==> config.mk <==
export PLATFORM = sky130hd
export DESIGN_NAME = flash_arbiter
export DESIGN_NICKNAME = d
export VERILOG_FILES = /design/src/rtl/flash_arbiter.sv
export SDC_FILE = /design/constraint.sdc
export NUM_CORES = 1
export LEC_CHECK = 0
export ABC_AREA = 1
export BUFFER_PORTS_ARGS = -buffer_cell sky130_fd_sc_hd__buf_2
export CELL_PAD_IN_SITES_DETAIL_PLACEMENT = 1
export CELL_PAD_IN_SITES_GLOBAL_PLACEMENT = 2
export CORE_MARGIN = 2
export CORE_UTILIZATION = 31
export DETAILED_ROUTE_END_ITERATION = 12
export MAX_ROUTING_LAYER = met4
export PLACE_DENSITY_LB_ADDON = 0.1
export SETUP_SLACK_MARGIN = 0.15
export SLEW_MARGIN = 25
export SYNTH_ARGS = -nofsm -noshare
export SYNTH_HDL_FRONTEND = slang
export SYNTH_SLANG_ARGS = --single-unit
==> constraint.sdc <==
create_clock -name clk -period 11.2 [get_ports clk]
set_input_delay 0.56 -clock clk [delete_from_list [all_inputs] [get_ports clk]]
set_output_delay 0.56 -clock clk [all_outputs]
set_load 0.005 [all_outputs]
==> src/rtl/flash_arbiter.sv <==
// Arbitrates one flash read controller between a single-word CPU port and a streaming DMA port.
// Define FLASH_ARBITER_PREEMPT_EN to let a CPU request cut into a running DMA burst.
module flash_arbiter (
   input  logic        clk,
   input  logic        reset,
   input  logic        cpu_valid,
   input  logic [23:0] cpu_address,
   output logic        cpu_ready,
   output logic [31:0] cpu_rdata,
   input  logic        dma_start,
   input  logic [23:0] dma_address,
   input  logic [13:0] dma_length,
   output logic        dma_busy,
   output logic        dma_word_valid,
   output logic [31:0] dma_rdata,
   output logic        dma_done,
   output logic        flash_valid,
   output logic [23:0] flash_addr,
   output logic        flash_continue,
   input  logic        flash_ready,
   input  logic [31:0] flash_rdata
);

   localparam logic [23:0] WORD_MASK = 24'hFFFFFC;

   typedef enum logic [1:0] {IDLE, CPU, DMA, GAP} state_t;

   state_t      state, state_n;
   logic [23:0] dma_addr;
   logic [13:0] dma_left;
   logic        last_word;
   logic        preempt;

   assign last_word      = (dma_left == 14'd1);
   assign flash_valid    = (state == CPU) || (state == DMA);
   assign flash_continue = (state == DMA);

`ifdef FLASH_ARBITER_PREEMPT_EN
   // cpu_valid is held until served, so sampling it at each word boundary is enough
   assign preempt = cpu_valid;
`else
   assign preempt = 1'b0;
`endif

   always_ff @(posedge clk or posedge reset) begin
      if (reset) state <= IDLE;
      else       state <= state_n;
   end

   always_comb begin
      state_n = state;
      case (state)
         IDLE: begin
            if (cpu_valid)     state_n = CPU;
            else if (dma_busy) state_n = DMA;
         end
         CPU: if (flash_ready) state_n = GAP;
         DMA: if (flash_ready && (last_word || preempt)) state_n = GAP;
         GAP: state_n = IDLE;
         default: state_n = IDLE;
      endcase
   end

   always_ff @(posedge clk or posedge reset) begin
      if (reset) begin
         cpu_ready      <= 1'b0;
         cpu_rdata      <= '0;
         dma_busy       <= 1'b0;
         dma_word_valid <= 1'b0;
         dma_rdata      <= '0;
         dma_done       <= 1'b0;
         flash_addr     <= '0;
         dma_addr       <= '0;
         dma_left       <= '0;
      end else begin
         cpu_ready      <= 1'b0;
         dma_word_valid <= 1'b0;
         dma_done       <= 1'b0;

         // a zero-length start completes on the spot and never touches flash
         if (dma_start && !dma_busy) begin
            if (dma_length == 14'd0) begin
               dma_done <= 1'b1;
            end else begin
               dma_busy <= 1'b1;
               dma_addr <= dma_address & WORD_MASK;
               dma_left <= dma_length;
            end
         end

         case (state)
            IDLE: begin
               if (cpu_valid)     flash_addr <= cpu_address & WORD_MASK;
               else if (dma_busy) flash_addr <= dma_addr;
            end
            CPU: begin
               if (flash_ready) begin
                  cpu_rdata <= flash_rdata;
                  cpu_ready <= 1'b1;
               end
            end
            DMA: begin
               if (flash_ready) begin
                  dma_rdata      <= flash_rdata;
                  dma_word_valid <= 1'b1;
                  flash_addr     <= flash_addr + 24'd4;
                  dma_addr       <= dma_addr + 24'd4;
                  dma_left       <= dma_left - 14'd1;
                  if (last_word) begin
                     dma_done <= 1'b1;
                     dma_busy <= 1'b0;
                  end
               end
            end
            default: ;
         endcase
      end
   end

endmodule

== After elaboration in Yosys (flattened, before gate mapping) ==
Cells that the tools add are included.
Word-level totals
  bits of input ports: 99
  output and inout port bits: 94
  register bits after elaboration: 132
  logic and storage cells: 62
Operators by class
  multiplexer cells: 30
  reduce and logical (&&, ||, !) cells: 11
  eq/ne operators: 8
  add/sub/neg operators: 3
Operators by type and width (number)
  $mux 24: 7
  $mux 14: 4
  $add 24x3->24 const B: 2
  $pmux 24 s2: 1
  $eq 14x1->1 const B: 1
  $logic_not 14->1: 1
  $sub 14x1->14 const B: 1
  $mux 1: 13
  $mux 2: 4
  $pmux 2 s4: 1
  $reduce_and 3->1: 2
  $eq 2x2->1 const B: 2
  $ne 2x1->1 const B: 2
  $reduce_and 2->1: 2
  $ne 3x3->1 const B: 1
  $eq 2x1->1 const B: 1
  $logic_and 1x1->1: 2
  $logic_not 2->1: 1
  $ne 2x2->1 const B: 1
  $reduce_bool 2->1: 1
  $logic_not 1->1: 1
  $logic_or 1x1->1: 1

== Depth between registers and ports, before layout ==
Gate-level depths: netlist of the first run.
  depth in word-level cells: 6
  depth in mapped cells: 11
  gate-level depth less buffers: 11

== Worst setup path before layout of the first run ==
No wires, ideal clock.
  path kind: reg-to-reg
  from: register state[0]
  to: register dma_addr[5]
  path buffers: 2
  clock period less this slack: 1.692 ns
  required time: 11.065 ns
  stages on the path, launching flop included: 10
  path slack: 9.508 ns
  arrival: 1.557 ns
  setup time: 0.135 ns
  path through: dfrtp_1 -> inv_1 -> ha_1 -> buf_2 -> nand2_1 -> inv_1 -> buf_2 -> o21ai_0 -> a21oi_1 -> a31oi_1
On the way
  longest elaborated chain between the ends: 2
RTL lines
  from (decl): RTL line 28  | state_t state, state_n;
  from (signal assigned): RTL line 47  | else state <= state_n;
  $eq 2x2->1
  via flash_continue: RTL line 19  | output logic flash_continue,
  $mux 24: RTL line 91  | case (state)
  to (signal assigned): RTL line 86  | dma_addr <= dma_address & WORD_MASK;
  to (signal assigned): RTL line 107  | dma_addr <= dma_addr + 24'd4;
  to (decl): RTL line 29  | logic [23:0] dma_addr;
The timed path passes the listed nets, and every way through them passes these cells.
A chain may end at the register's enable or synchronous reset.

== Worst setup path in the final report of the first run ==
  from: register state[0]
  to: register flash_addr[8]
On the way
  longest elaborated chain between the ends: 3
  elaborated cells on any way between the ends: 7
  classes of those cells: eq/ne: 3; mux: 1; reduce/logical: 3
RTL lines
  $eq 2x2->1 / $logic_not 2->1 (equally long branches): RTL line 91
  $ne 2x1->1 (no source line) (tied with other cells)
  $reduce_and 3->1 (no source line)
  to (signal assigned): RTL line 93  | if (cpu_valid) flash_addr <= cpu_address & WORD_MASK;
  to (signal assigned): RTL line 94  | else if (dma_busy) flash_addr <= dma_addr;
  to (signal assigned): RTL line 106  | flash_addr <= flash_addr + 24'd4;
  to (decl): RTL line 18  | output logic [23:0] flash_addr,
Parallel ways exist; a longest one is shown, timed or not.

==> results of run 1 <==
## kinds of logic after synthesis
logic type | count (synthesis) | synth area share, %
adder cells (fa/ha/maj) | 9 | 1.57
flip-flops | 132 | 45.9
AND/OR/NAND/NOR | 487 | 27.9
buffers and inverters | 149 | 8.42
XOR/XNOR | 9 | 1.10
AO/OA/AOI/OAI | 206 | 15.1
## worst max-delay path, stage by stage, from the launching register on
cell	delay [ns]
dfrtp_1	0.40
inv_1	0.14
ha_1	0.23
buf_4	0.35
clkinv_1	0.82
o21ai_0	0.32
a21oi_1	0.06
o21ai_0	0.19
o21ai_0	0.11
## metrics by stage
stage               instances  util, %
finish                   1457     39.2
global route             1457     39.2
CTS                      1457     39.2
detailed placement       1425     36.7
global placement         1425     36.7
floorplan                 992        -
## final timing paths
path                                 start             to  slack [ns]  cells after the start
setup / recovery                  state[0]  flash_addr[8]        8.42                      8
hold / removal                       reset  dma_rdata[30]        0.26                      2
setup reg to reg                  state[0]  flash_addr[8]        8.42                      8
hold reg to reg              dma_rdata[23]  dma_rdata[23]        0.48                      2
max in group asynchronous            reset       state[0]        9.65                      3
min in group clk           flash_rdata[17]  dma_rdata[17]        0.40                      3
## cell type report
type / count / area share (%)
inverter: 105 / 4.48
multi-input combinational: 711 / 37.0
timing repair buffer: 192 / 10.9
sequential: 132 / 37.1
clock buffer: 17 / 4.78
tap: 285 / 4.00
clock inverter: 15 / 1.74
## sequential cells by signal, indices dropped and copies added, names as in the netlist, 2 cells and up
| name | flops |
|---|---|
| dma_left | 14 |
| dma_addr | 24 |
| state | 2 |
| cpu_rdata | 32 |
| dma_rdata | 32 |
| flash_addr | 24 |
## per-layer routing
metal  up-vias  global-route usage, %  wire (µm)
met3         9                   5.18       1180
met2       130                   32.9      11000
met4         0                   3.67        145
li1       3533                      -          -
met1      3261                   26.2      10900
met5         -                      -          0
## cell usage in the layout, fill, tap and decap left out, types with 2 or more instances in the layout
| master | n |
|---|---|
| nand3_1 | 65 |
| a31oi_1 | 16 |
| clkinv_8 | 2 |
| nor3_1 | 8 |
| o31ai_1 | 2 |
| nor3b_1 | 3 |
| nand2_1 | 254 |
| o21a_1 | 2 |
| o21ai_0 | 122 |
| ha_1 | 9 |
| nand4_1 | 6 |
| o22ai_1 | 2 |
| inv_2 | 3 |
| xor2_1 | 7 |
| a21oi_1 | 51 |
| nor2_1 | 135 |
| clkbuf_16 | 17 |
| buf_2 | 188 |
| nand2_4 | 3 |
| xnor2_1 | 2 |
| buf_4 | 4 |
| inv_8 | 6 |
| inv_6 | 5 |
| nand3b_1 | 6 |
| inv_1 | 100 |
| dfrtp_1 | 132 |
| o21ai_1 | 7 |
| clkinvlp_4 | 2 |
## power by group through the flow
| stage | logic [µW] | registers, µW | clock network [µW] |
|---|---|---|---|
| after global routing | 1070 | 893 | 597 |
| after CTS | 929 | 860 | 576 |
| after detailed placement | 929 | 864 | 0 |
| after global placement | 906 | 861 | 0 |
| after floorplan | 576 | 839 | 0 |
| final | 906 | 855 | 558 |
==> flow_summary.toml, run 1 <==
[power_and_ir_drop]
pwr-share-comb_pct = 39.1
finalPower_uw = 2320
switchingPower_uw = 995
p_clk_share_pct = 24.1
ir_worst_vdd_uv = 86.8
seqPwrFrac_pct = 36.9
power_leakage_uw = 0.00468
switching_share_pct = 42.9
p_int_uw = 1320
power_density_nw_per_um2 = 260

[finish]
area_delta_synth_final_pct = 23.9
nNetsFinal = 1267
register_area_um2 = 3300
drive_gt1_share_pct = 20.2
multiInputGateArea_um2 = 3300
final_area_um2 = 8910
fillerInstances = 2929
num_antenna_cells = 0

[sta]
fin_hold_ws_ns = 0.257
maxSlewHeadroom_pct = 38.8
finalMaxSlewViolations = 0
fin_worst_skew_ns = 0.0119
layout_setup_ws_ns = 8.42
hold_viol_final = 0
post-route-min-period_ns = 2.78
tightestPinTransition_ns = 0.913
setup_viol = 0
grt_setup_unrepaired = "no"
setup-tns-final_ns = 0
finalCritPeriodShare_pct = 24.9
fmax_mhz = 359

[routing]
wl_per_cell_um = 15.9
via_per_inst = 4.76
drt-initial-drc-count = 313
drc = 0
firstDrtPassIters = 6
totalWireLength_um = 23200
ant_nets = 0
vias = 6933

[global_route]
grt_pass1_wl_um = 38000
grt_antenna_before_repair = 0
grt_overflow_total = 0
grt_max_degree = 74
groute.usage.overall_pct = 20.4
grt_pass1_vias = 7268

[yosys]
async_flop_share_pct = 100
synth_cell_types = 38
synth_most_common_cell = "nand2_1"
synth_top_area_cell = "dfrtp_1"
synth-main-ff-cell = "dfrtp_1"
ys_seq_area_share_pct = 45.9
synth_seq_cells = 132
yosys-top-cells-area = "dfrtp_1 46%, nand2_1 13%, o21ai_0 8.5%"
yosysTopAreaCellShare_pct = 45.9
synth_common_cells = "256 x nand2_1, 135 x nor2_1, 132 x dfrtp_1"
synthesis.nets = 1100
syn-instance-count = 992
synth_edf_count = 0
syn-cell-area_um2 = 7190
syn_area_per_cell_um2 = 7.25
yosysWarnings = 0

[place]
dp_slack_ns = 8.24
portBuffers = 188
dpl-instance-area_um2 = 8320
globalplace.congestion = 0.766
place_hpwl_um = 16700

[cts]
cts_sinks = 132
path_clk_slew_ns = 0.07
cts-root-buf = "clkbuf_16"
ctsLongestPathBuffers = 2
clock_latency_ns = 0.42
cts_setup_buffers = 0
hold_buffers = 0
cts_repair_resize_count = 0
htree_levels = 4
cts_buffers = 17
cts_tree = "yes"

[floorplan]
die_area_um2 = 24400
num_rows = 55
die-width_um = 156
die_y_um = 156
initial_core_util_pct = 31.7
core_area_um2 = 22700
pin_count = 193

[min_path]
hp-class = "input port to async pin"

[run]
maxCapViolations = 0

[status]
status = "complete, no violations"

[critical_path]
crit_required_ns = 11.46
path_max_fanout = 30
start_kind = "flop"
crit_type = "flop to flop"
cp_data_arrival_time_ns = 3.05
cp-end-kind = "flop"
(Power assumes the default switching activity.)
==> inputs of run 2 (changes only) <==
--- a/config.mk
+++ b/config.mk
@@ -10,7 +10,7 @@
 export CELL_PAD_IN_SITES_DETAIL_PLACEMENT = 1
 export CELL_PAD_IN_SITES_GLOBAL_PLACEMENT = 2
 export CORE_MARGIN = 2
-export CORE_UTILIZATION = 31
+export CORE_UTILIZATION = 26
 export DETAILED_ROUTE_END_ITERATION = 12
 export MAX_ROUTING_LAYER = met4
 export PLACE_DENSITY_LB_ADDON = 0.1
==> constraint.sdc (replaced) <==
create_clock -name clk -period 2.3 [get_ports clk]
set_input_delay 0.115 -clock clk [delete_from_list [all_inputs] [get_ports clk]]
set_output_delay 0.115 -clock clk [all_outputs]
set_load 0.005 [all_outputs]
==> run 2 against run 1 <==
Effect of this change: the run now ends with negative hold slack left; clock skew increased by 0.0013 ns; sequential cell count did not move; first-iteration DRC count is 10% higher; sequential share of layout area down 2.9 points; die area rose by 19%; final cell count grew 8.2%; clock power increased to 5.0 times the previous value; hold slack lost 0.26 ns; register-to-register slack lost 8.1 ns; non-clock buffer count grew 63; total power grew to 5.0 times the previous value; largest cell class unchanged.
==> flow_summary.toml, run 2 (same netlist as run 1, synthesis figures left out) <==
[status]
status = "complete, but fails checks"
violations = "negative hold slack"

[routing]
totalWireLength_um = 25400
firstDrtPassIters = 4
vias = 7176
topRoutingLayerUsed = "met4"
via_per_inst = 4.55
wl_met2_um = 12100
met1_length_um = 11900
ant_nets = 0
drt-initial-drc-count = 345
drc = 0
wl_per_cell_um = 16.1
wl_met3_um = 1270

[critical_path]
crit_path_top_delay_cell = "ha_1"
crit_chain = "inv_1 > ha_1 > buf_4 > buf_2"
crit_required_ns = 2.18
cp-end-kind = "output pin"
slowest_delay_ns = 0.41
path_max_fanout = 14
cp_data_arrival_time_ns = 1.84
crit_type = "flop to output pin"
start_kind = "flop"

[power_and_ir_drop]
power_leakage_uw = 0.00499
power_density_nw_per_um2 = 1210
ir_worst_vdd_uv = 414
finalPower_uw = 11700

[floorplan]
core_area_um2 = 27000
die_y_um = 170
num_rows = 60
die-width_um = 170
initial_core_util_pct = 26.6
pin_count = 193
die_area_um2 = 29000

[finish]
final_cell_mix = "254 x nand2_1, 188 x buf_2, 135 x nor2_1, 132 x dfrtp_1, 122 x o21ai_0"
drive_gt1_share_pct = 20.3
fillerInstances = 3389
top_regs = "cpu_rdata: 32 flops, dma_rdata: 32 flops"
nNetsFinal = 1330
area_delta_synth_final_pct = 34.4
layout_commonest_cell = "nand2_1"
num_antenna_cells = 0

[global_route]
grt_antenna_before_repair = 0
grt_max_degree = 66
grt_pass1_wl_um = 41300
groute.usage.overall_pct = 18.8
grt_overflow_total = 0
grt_pass1_vias = 7654

[sta]
fin_hold_ws_ns = -0.00142
finalMaxSlewViolations = 0
grt_setup_unrepaired = "no"
maxSlewHeadroom_pct = 57.7
tightestPinTransition_ns = 0.633
post-route-min-period_ns = 1.95
fin_worst_skew_ns = 0.0132
fmax_mhz = 513
setup_viol = 0
finalCritPeriodShare_pct = 84.8
setup-tns-final_ns = 0
hold_viol_final = 1

[cts]
cts_setup_buffers = 0
htree_levels = 4
cts_tree = "yes"
cts_buffers = 17
cts-root-buf = "clkbuf_16"
cts_repair_resize_count = 0
ctsLongestPathBuffers = 2
cts_sinks = 132
clock_latency_ns = 0.43
path_clk_slew_ns = 0.06

[place]
globalplace.congestion = 0.747
portBuffers = 188
place_hpwl_um = 18500

[run]
maxCapViolations = 0

[min_path]
hp-class = "input port to flop"
[run 2: changes by cell type in the layout (fill, tap and decap cells not counted), sizes merged]
cell / change
inv: +2
clkinv: -1
buf: +15
dlygate4sd3: +48
clkinvlp: -1
[run 2: worst max-delay path, delay by kind of cell (launching register included)]
family / cells / cell delay, ns
flops: 1 / 0.39
buf+inv: 3 / 0.61
fa+ha+maj: 1 / 0.41
[run 2: final cells by class]
type,count,area [µm²],share of cell area (%)
multi-input combinational,711,3290,34.1
tap,341,427,4.41
sequential,132,3300,34.2
inverter,105,398,4.12
clock inverter,15,158,1.63
timing repair buffer,255,1660,17.2
clock buffer,17,425,4.40
[run 2: repair_timing]
item | 4_1_cts | 5_1_grt
endpoints found under the setup margin | 0 | 0
hold buffers | 48 | 0
hold endpoints to repair | 101 | 0
[run 2: per-layer routing]
metal | track usage [%] | vias up
met5 | - | -
li1 | - | 3665
met4 | 4.01 | 0
met2 | 31.2 | 137
met1 | 23.5 | 3361
met3 | 4.26 | 13
[run 2: metrics by stage]
stage	cell area [µm²]	std cells	hold WS [ns]	setup WS, ns	utilization, %
floorplan	7200	992	0.274	0.548	-
global placement	8600	1496	0.240	0.387	31.8
detailed placement	8600	1496	0.243	0.336	31.8
CTS	9670	1576	0.000807	0.308	35.8
global route	9670	1576	0.00277	0.159	35.8
finish	9670	1576	-0.00142	0.350	35.8
[run 2: power breakdown]
part | leakage, µW | switching [µW] | internal [µW]
registers | 0.00157 | 877 | 3310
logic | 0.00313 | 2810 | 1900
clock network | 0.000291 | 1310 | 1460
total | 0.00499 | 4990 | 6670
[run 2: path summary, 6_finish.rpt]
check	depth (start not counted)	slack, ns	endpoint	startpoint
max reg2reg	8	0.36	dma_addr[8]	state[0]
max	4	0.35	flash_continue	state[0]
min reg2reg	2	0.48	dma_rdata[19]	dma_rdata[19]
max in group asynchronous	4	1.25	dma_addr[14]	reset
min	3	-0.001	dma_addr[2]	dma_address[2]
min in group asynchronous	3	0.31	dma_rdata[30]	reset
==> inputs of run 3 (changes only) <==
--- a/config.mk
+++ b/config.mk
@@ -5,12 +5,12 @@
 export SDC_FILE = /design/constraint.sdc
 export NUM_CORES = 1
 export LEC_CHECK = 0
-export ABC_AREA = 1
+export ABC_AREA = 0
 export BUFFER_PORTS_ARGS = -buffer_cell sky130_fd_sc_hd__buf_2
 export CELL_PAD_IN_SITES_DETAIL_PLACEMENT = 1
 export CELL_PAD_IN_SITES_GLOBAL_PLACEMENT = 2
 export CORE_MARGIN = 2
-export CORE_UTILIZATION = 26
+export CORE_UTILIZATION = 31
 export DETAILED_ROUTE_END_ITERATION = 12
 export MAX_ROUTING_LAYER = met4
 export PLACE_DENSITY_LB_ADDON = 0.1
==> constraint.sdc (replaced) <==
create_clock -name clk -period 1.9 [get_ports clk]
set_input_delay 0.095 -clock clk [delete_from_list [all_inputs] [get_ports clk]]
set_output_delay 0.095 -clock clk [all_outputs]
set_load 0.005 [all_outputs]
==> run 3 against run 2 <==
Effect of this change: the run now ends clean; area after synthesis down 6.9%; sequential power grew 25%; clock skew decreased by 0.0022 ns; design area up 13%; non-clock buffer count increased by 108; routed wire length is 2.2% higher; first-iteration DRC count shrank 38%; hold slack improved by 0.026 ns; die area is 21% lower; via count fell by 5.4%; largest cell class is now multi-input gates.
==> flow_summary.toml, run 3 <==
[status]
status = "complete, no violations"

[routing]
vias = 6785
firstDrtPassIters = 4
drt-initial-drc-count = 213
totalWireLength_um = 25900
wl_per_cell_um = 19.5
ant_nets = 0
drc = 0
via_per_inst = 5.10

[global_route]
grt_pass1_vias = 7043
grt_util_met1_pct = 26.8
met2_usage_pct = 35.3
grt_use_met3_pct = 4.67
grt_overflow_total = 0
grt_pass1_wl_um = 37400
busiest_layer = "met2"
grt_max_degree = 73
grt_antenna_before_repair = 2
groute.usage.overall_pct = 21.5

[critical_path]
path_max_fanout = 24
ff2ff_path_depth = 7
rrSetupSlack_ns = 0.006
crit_type = "flop to flop"
cp-end-kind = "flop"
crit_required_ns = 2.19
cp_data_arrival_time_ns = 2.19
r2r_end = "flash_addr[21]"
reg2reg_from = "state[0]"
start_kind = "flop"

[place]
globalplace.congestion = 0.856
dpl-instance-area_um2 = 8370
place_hpwl_um = 16300
portBuffers = 188

[yosys]
synth_top_area_cell = "dfrtp_1"
yosysTopAreaCellShare_pct = 49.4
synthesis.nets = 810
synth_seq_cells = 132
synth-adder-area-share_pct = 1.68
yosysWarnings = 0
synth_top_family_by_area = "simple AND/OR/NAND/NOR gates"
syn-cell-area_um2 = 6690
synth_compound_area_share_pct = 16.4
ys_seq_area_share_pct = 49.4
synth_edf_count = 0
syn_area_per_cell_um2 = 9.53
syn-instance-count = 702
synth_common_cells = "143 x nand2_1, 132 x dfrtp_1, 45 x nor2_1"
synth_cell_types = 57
synth_most_common_cell = "nand2_1"
async_flop_share_pct = 100
yosys-top-cells-area = "dfrtp_1 49%, nand2_1 8.0%, mux2_2 6.7%"
synthXorXnorAreaFrac_pct = 0.131
synth-main-ff-cell = "dfrtp_1"
synthMuxAreaShare_pct = 8.54
synth-simple-area-share_pct = 19.9

[floorplan]
num_rows = 53
pin_count = 193
die-width_um = 151
die_y_um = 151
die_area_um2 = 22800
core_area_um2 = 21100
initial_core_util_pct = 31.7

[sta]
hold_viol_final = 0
fin_worst_skew_ns = 0.0110
setup_viol = 0
finalCritPeriodShare_pct = 99.7
fmax_mhz = 528
maxSlewHeadroom_pct = 48.0
fin_hold_ws_ns = 0.0247
grt_setup_unrepaired = "yes"
tightestPinTransition_ns = 0.779
finalMaxSlewViolations = 0
post-route-min-period_ns = 1.89

[cts]
cts_buffers = 17
cts-root-buf = "clkbuf_16"
cts_tree = "yes"
htree_levels = 4
clock_latency_ns = 0.41
cts_sinks = 132
ctsLongestPathBuffers = 2
path_clk_slew_ns = 0.06

[power_and_ir_drop]
power_leakage_uw = 0.00513
power_density_nw_per_um2 = 1610
ir_worst_vdd_uv = 715

[finish]
drive_gt1_share_pct = 44.9
final_cell_mix = "187 x buf_2, 136 x nand2_1, 131 x dfrtp_1, 72 x buf_4, 63 x dlygate4sd3_1"
layout_commonest_cell = "buf_2"
final_area_um2 = 10900
post-route-util_pct = 51.8
top_regs = "cpu_rdata: 32 flops, dma_rdata: 32 flops"
nNetsFinal = 1149
area_delta_synth_final_pct = 63.4

[min_path]
hp-class = "input port to flop"
min_from = "dma_length[2]"
holdPathStages = 3
hold_end = "dma_left[2]"

[run]
maxCapViolations = 0
==> run 3: cell types whose count changed after synthesis, moves of 12 or more <==
cell	previous run	this run
o21ai_0	122	30
inv_1	103	18
nand3_1	65	27
mux2_2	0	40
a21oi_1	51	39
nand2_1	256	143
nor2_1	135	45
==> run 3: worst max-delay path, stage by stage (launching register included) <==
cell	delay [ns]
dfrtp_1	0.41
inv_2	0.13
ha_4	0.20
nor2_2	0.06
or3_4	0.42
buf_12	0.18
o31ai_4	0.26
a21oi_2	0.09
==> run 3: through the flow <==
stage,setup TNS [ns],setup WS (ns),total power (µW),std cells
3_5_place_dp,-0.148,-0.0845,11600,1186
4_1_cts,0,0.0280,15800,1293
5_1_grt,-0.157,-0.0959,18700,1331
3_3_place_gp,0,0.0180,11300,1186
2_1_floorplan,0,0.0584,8670,702
6_report,0,0.00626,17600,1331
==> run 3: what timing repair did <==
item	CTS	global route
hold buffers	64	0
gates cloned	2	8
buffers inserted	9	28
setup endpoints to repair	42	54
pin swaps	8	36
endpoints found under the hold margin	183	0
resized for setup	17	171
==> run 3: power breakdown <==
group,internal [µW],switching [µW],leakage [µW],total [µW]
sequential,4110,1100,0.00158,5210
combinational,4650,4280,0.00326,8940
clock,2080,1370,0.000291,3450
total,10800,6750,0.00513,17600
==> run 3: final cells by class <==
type,instances,area [µm²]
fillers,2354,10200
multi-input cells,509,3810
flip-flops and latches,132,3300
repair buffers,363,2780
clock buffers,18,429
well taps,275,344
clock inverters,14,176
inverters,18,87.6
diodes,2,5.00
==> run 3: cells by family (layout without fill, tap and decap cells) <==
kind of cell / after synthesis / count (layout)
mux: 52 / 52
fa+ha+maj: 9 / 9
flops: 132 / 132
xor+xnor: 1 / 1
compound gates: 164 / 164
other cells: 0 / 2
buf+inv: 61 / 413
simple gates: 283 / 283
==> run 3: routing by layer <==
metal  routed length, µm  part of all wire (%)
met4                 470                   1.8
met3                1030                   4.0
met1               11400                    44
met2               13000                    50
met5                   0                     0
==> run 3: worst max-delay path by stage <==
stage             start              to  slack [ns]
5_1_grt        state[0]  flash_addr[23]        -0.1
4_1_cts        state[0]  flash_addr[23]        0.03
3_3_place_gp   state[1]  flash_addr[21]        0.02
3_5_place_dp   state[1]  flash_addr[21]       -0.08
2_1_floorplan  state[1]  flash_addr[23]        0.06
6_report       state[0]  flash_addr[21]       0.006
